===== src/rtl/track_sensor_conditioner.sv =====
// track_sensor_conditioner
// Front end for the railway crossing controller. Each of the four raw track
// sensor lines is synchronised, debounced and rise-detected, and the rises
// are then ordered by a per-track IDLE/IN_ZONE FSM. The FSM emits one-cycle
// S1 (approach) and S3 (exit) pulses.
// Optional feature: define STUCK_DETECT_EN to enable the sticky stuck-high
// detection. A faulted line's rises are ignored, and a faulted S3 keeps its
// track IN_ZONE so the gate stays closed.
// Internal line order (index 3..0): t2_s3, t2_s1, t1_s3, t1_s1.
module track_sensor_conditioner #(
  parameter int DEB_CYCLES   = 4,
  parameter int STUCK_CYCLES = 255
) (
  input  logic       clk,
  input  logic       rst_,
  input  logic       raw_t1_s1,
  input  logic       raw_t1_s3,
  input  logic       raw_t2_s1,
  input  logic       raw_t2_s3,
  output logic       T1_S1,
  output logic       T1_S3,
  output logic       T2_S1,
  output logic       T2_S3,
  output logic       t1_busy,
  output logic       t2_busy,
  output logic [3:0] fault
);

  localparam int DEB_W = $clog2(DEB_CYCLES + 1);

  typedef enum logic {IDLE = 1'b0, IN_ZONE = 1'b1} zone_t;

  logic [3:0]       raw;
  logic [3:0]       sync_p0;
  logic [3:0]       sync_p1;
  logic [3:0]       stable;
  logic [3:0]       stable_d;
  logic [DEB_W-1:0] deb_cnt [4];
  logic [3:0]       rise;

  zone_t t1_state, t1_next;
  zone_t t2_state, t2_next;
  logic  t1_s1_next, t1_s3_next, t2_s1_next, t2_s3_next;

  assign raw = {raw_t2_s3, raw_t2_s1, raw_t1_s3, raw_t1_s1};

  // Two-flop synchroniser for the asynchronous sensor lines
  always_ff @(posedge clk or negedge rst_) begin
    if (!rst_) begin
      sync_p0 <= '0;
      sync_p1 <= '0;
    end else begin
      sync_p0 <= raw;
      sync_p1 <= sync_p0;
    end
  end

  // Debounce: a new level must persist DEB_CYCLES cycles; the counter clears
  // on the accepting edge so it never reaches past DEB_CYCLES
  always_ff @(posedge clk or negedge rst_) begin
    if (!rst_) begin
      stable <= '0;
      for (int i = 0; i < 4; i++) deb_cnt[i] <= '0;
    end else begin
      for (int i = 0; i < 4; i++) begin
        if (sync_p1[i] != stable[i]) begin
          if (deb_cnt[i] == DEB_W'(DEB_CYCLES - 1)) begin
            stable[i]  <= sync_p1[i];
            deb_cnt[i] <= '0;
          end else begin
            deb_cnt[i] <= deb_cnt[i] + 1'b1;
          end
        end else begin
          deb_cnt[i] <= '0;
        end
      end
    end
  end

  // Previous debounced level, for rise detection
  always_ff @(posedge clk or negedge rst_) begin
    if (!rst_) stable_d <= '0;
    else       stable_d <= stable;
  end

`ifdef STUCK_DETECT_EN
  localparam int STUCK_W = $clog2(STUCK_CYCLES + 1);

  logic [STUCK_W-1:0] stuck_cnt [4];

  // Saturating high-time counters; the fault bit latches when a count reaches
  // STUCK_CYCLES and holds until reset
  always_ff @(posedge clk or negedge rst_) begin
    if (!rst_) begin
      fault <= '0;
      for (int i = 0; i < 4; i++) stuck_cnt[i] <= '0;
    end else begin
      for (int i = 0; i < 4; i++) begin
        if (!stable[i]) begin
          stuck_cnt[i] <= '0;
        end else if (stuck_cnt[i] != STUCK_W'(STUCK_CYCLES)) begin
          stuck_cnt[i] <= stuck_cnt[i] + 1'b1;
          if (stuck_cnt[i] == STUCK_W'(STUCK_CYCLES - 1)) fault[i] <= 1'b1;
        end
      end
    end
  end

  assign rise = stable & ~stable_d & ~fault;
`else
  if (STUCK_CYCLES < 2 || STUCK_CYCLES > 65535) begin : g_stuck_cycles_unused
  end

  assign fault = 4'b0000;
  assign rise  = stable & ~stable_d;
`endif

  // Track FSMs: IDLE accepts only S1, IN_ZONE accepts only S3, so a
  // simultaneous S1/S3 rise resolves to whichever the current state expects
  always_comb begin
    t1_next    = t1_state;
    t2_next    = t2_state;
    t1_s1_next = 1'b0;
    t1_s3_next = 1'b0;
    t2_s1_next = 1'b0;
    t2_s3_next = 1'b0;
    case (t1_state)
      IDLE:    if (rise[0]) begin t1_next = IN_ZONE; t1_s1_next = 1'b1; end
      IN_ZONE: if (rise[1]) begin t1_next = IDLE;    t1_s3_next = 1'b1; end
      default: t1_next = IDLE;
    endcase
    case (t2_state)
      IDLE:    if (rise[2]) begin t2_next = IN_ZONE; t2_s1_next = 1'b1; end
      IN_ZONE: if (rise[3]) begin t2_next = IDLE;    t2_s3_next = 1'b1; end
      default: t2_next = IDLE;
    endcase
  end

  // FSM state and registered event pulses update on the same edge
  always_ff @(posedge clk or negedge rst_) begin
    if (!rst_) begin
      t1_state <= IDLE;
      t2_state <= IDLE;
      T1_S1    <= 1'b0;
      T1_S3    <= 1'b0;
      T2_S1    <= 1'b0;
      T2_S3    <= 1'b0;
    end else begin
      t1_state <= t1_next;
      t2_state <= t2_next;
      T1_S1    <= t1_s1_next;
      T1_S3    <= t1_s3_next;
      T2_S1    <= t2_s1_next;
      T2_S3    <= t2_s3_next;
    end
  end

  assign t1_busy = (t1_state == IN_ZONE);
  assign t2_busy = (t2_state == IN_ZONE);

endmodule


===== config.mk =====
export PLATFORM = sky130hd
export DESIGN_NAME = track_sensor_conditioner
export DESIGN_NICKNAME = d
export VERILOG_FILES = /design/src/rtl/track_sensor_conditioner.sv
export SDC_FILE = /design/constraint.sdc
export NUM_CORES = 1
export LEC_CHECK = 0
export BUFFER_PORTS_ARGS = -buffer_cell sky130_fd_sc_hd__buf_4
export CAP_MARGIN = 20
export CORE_MARGIN = 2
export CORE_UTILIZATION = 30
export CTS_BUF_LIST = sky130_fd_sc_hd__clkbuf_4
export DETAILED_ROUTE_END_ITERATION = 6
export PLACE_DENSITY_LB_ADDON = 0.3
export RECOVER_POWER = 100
export SETUP_SLACK_MARGIN = 0.15
export SYNTH_ARGS = -nofsm -noshare
export SYNTH_HDL_FRONTEND = slang
export SYNTH_SLANG_ARGS = --single-unit

===== constraint.sdc =====
create_clock -name clk -period 1.35 [get_ports clk]
set_input_delay 0.405 -clock clk [delete_from_list [all_inputs] [get_ports clk]]
set_output_delay 0.405 -clock clk [all_outputs]
set_load 0.05 [all_outputs]

# Word level (Yosys, flattened, before mapping)
# Cells that the tools add are included.
[word_totals] reg_bits=34 inputBits=6
[classes] n_addsub=4 n_reduce_logical=4 bitwise=4 n_mux=20 eq_ne=8
[op_table] op="$mux W3" n=8
[op_table] op="$add A3 B1 Y3 const B" n=4
[op_table] op="$eq A3 B2 Y1 const B" n=4
[op_table] op="$mux W1" n=10
[op_table] op="$reduce_and A2 Y1" n=4
[op_table] op="$and A4 B4 Y4" n=1
[op_table] op="$ne A1 B1 Y1" n=4
[op_table] op="$not A4 Y4" n=1
[op_table] op="$pmux W1 S2" n=2
[op_table] op="$not A1 Y1" n=2

# Logic depth before layout (Yosys ltp)
[logic_depth] ltp_word=4 mapped_depth=3 depth_no_buf=3

# Least setup slack after synthesis
# OpenSTA, ideal clock, no wires.
[synth_timing] path_kind="reg2reg" from="reg deb_cnt[9] (netlist name)" to="reg stable[0]" required_ps=1225 path_buffers=0 stages_incl_launch_ff=4 t_arrival_ps=951 path_slack_ps=274 cell_sequence="dfrtp_1 > ha_1 > nor2b_4 > mux2_2"
[synth_via] elab_chain_cells=2
[synth_lines] item="from (decl)" line_no="38" rtl="logic [DEB_W-1:0] deb_cnt [4];"
[synth_lines] item="from (signal, indexed assignment)" line_no="71" rtl="deb_cnt[i] <= deb_cnt[i] + 1'b1;"
[synth_lines] item="$eq A3 B2 Y1" line_no="67" rtl="if (deb_cnt[i] == DEB_W'(DEB_CYCLES - 1)) begin"
[synth_lines] item="$reduce_and A2 Y1 (no source line)"
[synth_lines] item="to (signal, indexed assignment)" line_no="68" rtl="stable[i] <= sync_p1[i];"
[synth_lines] item="to (decl)" line_no="36" rtl="logic [3:0] stable;"
# Every way passes these cells.
# A chain may end at the register's enable or synchronous reset.

# Worst setup path in the final report
[layout_timing] from="reg t1_state (netlist: t1_busy)" to="out t1_busy"
[layout_rtl] item="from (decl)" line_no="41" rtl="zone_t t1_state, t1_next;"
[layout_rtl] item="from (signal assigned)" line_no="149" rtl="t1_state <= t1_next;"
[layout_rtl] item="to (decl)" line_no="24" rtl="output logic t1_busy,"
# No word-level cell between the ends.

==> flow_summary_export.csv <==
group,metric,value,unit
outcome,status,"complete, no violations",
cts,clk_latency,0.32,ns
detailed_routing,first_pass_iters,4,
timing,finalHoldViolCount,0,
timing,relSlewSlack,51.2,%
timing,rsz0062_at_grt,"true",
detailed_routing,vias,595,
detailed_routing,top_layer_used,"met4",
timing,worst_slew_pin_slew,0.732,ns
synthesis,synth-seq-area-share,69.9,%
power,combPwrFrac,32.8,%
placed_design,port-buffer-count,11,
detailed_routing,drc,0,
power,leakagePower,0.674,nW
timing,worst_slack,0.0238,ns
min_path,hp-class,"primary input to flop",
floorplan,die_area,4580,µm²
placed_design,gp_congestion,0.641,
placed_design,dp_slack,0.200,ns
final_layout,layout.cells.non_filler,148,
power,p_sw_share,33.4,%
final_layout,fin_nets,108,
synthesis,synth_warnings,0,
cts,cts_max_level,2,
floorplan,pin_count,16,
detailed_routing,routed_wirelength,1500,µm
detailed_routing,avgRoutedWirePerCell,10.2,µm
critical_path,critPathLaunchType,"flop",
final_layout,area_growth,16.0,%
floorplan,start_util,30.9,%
critical_path,path_max_fanout,4,
timing,setup_tns,0,ns
synthesis,synth-simple-area-share,14.8,%
critical_path,crit_type,"flop to output port",
synthesis,synthAdderAreaFrac,4.11,%
final_layout,layout.cells.most_common,"dfrtp_1",
global_routing,track_usage,8.52,%
global_routing,antenna_found_initial,0,
final_layout,stdcell_area,1410,µm²
placed_design,hpwlAfterDp,1020,µm
detailed_routing,drtIter0Drc,13,
global_routing,grt_max_degree,35,
synthesis,syn_avg_cell_area,15.8,µm²
critical_path,critPathRequiredTime,0.95,ns
timing,finalSetupViolCount,0,
final_layout,drive_gt1_share,25.5,%
power,clockPowerShare,17.7,%
cts,clock-root-buffer,"clkbuf_4",
timing,clock_skew,0.00327,ns
timing,finalCritPeriodShare,98.2,%
power,intPower,2.00,mW
power,seqPwrFrac,49.5,%
cts,path_clk_slew,0.09,ns
floorplan,dieWidth,67.7,µm
power,p_per_area,2130,nW/µm²
cts,cts_tree,"yes",
critical_path,path_cells,"buf_6",
timing,min_period,1.33,ns
placed_design,dpl-instance-area,1340,µm²
synthesis,synth_xor_area_share,2.88,%
synthesis,synth-compound-area-share,1.23,%
critical_path,critPathBufInv,1,
global_routing,grt-ovfl-total,0,
timing,max_freq,0.754,GHz
floorplan,core_region_area,3940,µm²
synthesis,syn-cell-area,1220,µm²
critical_path,worstPathArrival,0.92,ns
detailed_routing,vias_per_cell,4.02,
timing,maxSlewViolCount,0,
detailed_routing,routed-wl-met2,658,µm
synthesis,ys_ff_latch,34,
synthesis,synth_top_family_by_area,"simple AND/OR/NAND/NOR gates",
cts,cts_made_buffers,5,
detailed_routing,route.antenna.remaining_nets,0,
synthesis,synth_cell_type_count,14,
global_routing,grt_pass1_wl,2720,µm
floorplan,die_height,67.7,µm
detailed_routing,route.met3.wl,83,µm
critical_path,slowest_stage,"dfrtp_1",
cts,clockBufferDepth,2,
power,switchingPower,1.00,mW
final_layout,fillers,376,
floorplan,row_count,23,
cts,clkSinkCount,34,
power,p_total,3.01,mW
critical_path,path_delay_family,"flip-flops",
synthesis,syn_inst,77,
critical_path,critical-path-max-stage-delay,0.43,ns
final_layout,antenna_cells,0,
power,ir_drop,0.764,mV
critical_path,cp-end-kind,"output port",
run,cap_violations,0,
detailed_routing,wl_met1,721,µm
synthesis,synthMuxAreaShare,3.70,%
placed_design,dpl.cell_count,137,
global_routing,grt_pass1_vias,613,
final_layout,layout_common_cells,"dfrtp_1, clkbuf_4, nor3b_1",
[cell type report]
class	count	area [µm²]	area share, %
inverters	2	7.51	0.531
flip-flops and latches	34	851	60.2
repair buffers	15	131	9.30
multi-input cells	40	308	21.8
clock buffers	7	52.6	3.72
well taps	50	62.6	4.43
[cell usage after synthesis (all sizes together)]
cell | number | area share [%]
nor3 | 4 | 1.6
ha | 4 | 4.1
buf | 4 | 2.5
nor2 | 2 | 0.62
a21o | 2 | 1.2
inv | 2 | 0.62
nand2b | 2 | 1.0
nor2b | 4 | 4.5
mux2 | 4 | 3.7
dfrtp | 34 | 70
xnor2 | 4 | 2.9
conb | 1 | 0.31
nor3b | 10 | 7.0
[per-layer routing]
| layer | vias to the layer above | track usage [%] |
|---|---|---|
| met2 | 15 | 12.7 |
| met4 | 0 | 4.59 |
| met5 | - | 0 |
| met3 | 6 | 5.17 |
| met1 | 288 | 9.34 |
| li1 | 286 | - |
[sequential cells by signal, summed over array words and instances (netlist names)]
name	count
deb_cnt	12
stable_d	4
sync_p0	4
T1_S3	1
T1_S1	1
T2_S3	1
t2_busy	1
t1_busy	1
sync_p1	4
stable	4
T2_S1	1
[cell families after synthesis]
logic type                 Yosys count
AOI/OAI and AO/OA                    2
xor gates and xnor gates             4
adders and majority gates            4
buffers and inverters                6
DFF                                 34
muxes                                4
other                                1
and+or+nand+nor                     22
[power by group through the flow]
stage          combinational, mW  sequential, mW  clock [mW]
2_1_floorplan              0.463            1.74           0
3_3_place_gp               0.896            1.51           0
3_5_place_dp               0.926            1.53           0
4_1_cts                     1.01            1.51       0.572
5_1_grt                     1.09            1.53       0.625
6_report                   0.987            1.49       0.533
[path summary, 6_finish.rpt]
kind                            start    endpoint  slack [ns]  cells past startpoint
setup / recovery              t1_busy     t1_busy        0.02                      1
hold / removal              raw_t1_s3  sync_p0[1]        0.20                      1
setup reg to reg           deb_cnt[0]   stable[3]        0.11                      3
hold reg to reg            sync_p0[0]  sync_p1[0]        0.35                      0
max in group asynchronous        rst_  sync_p0[0]        0.21                      2
min in group asynchronous        rst_     t1_busy        0.67                      2
[stage by stage]
stage / utilization, % / hold slack [ns]
after global routing: 35.8 / 0.169
after detailed placement: 34.1 / 0.337
final: 35.8 / 0.204
after CTS: 36.4 / 0.159
after global placement: 34.1 / 0.333
after floorplan: - / 0.109
[timing repair]
item                                   in CTS  in global routing
hold buffers                                1                  0
gates resized for setup                     6                  0
setup endpoints to repair                   6                  7
gates cloned                                0                  0
setup buffers                               1                  2
endpoints found under the hold margin       8                  0
(Power assumes the default switching activity.)
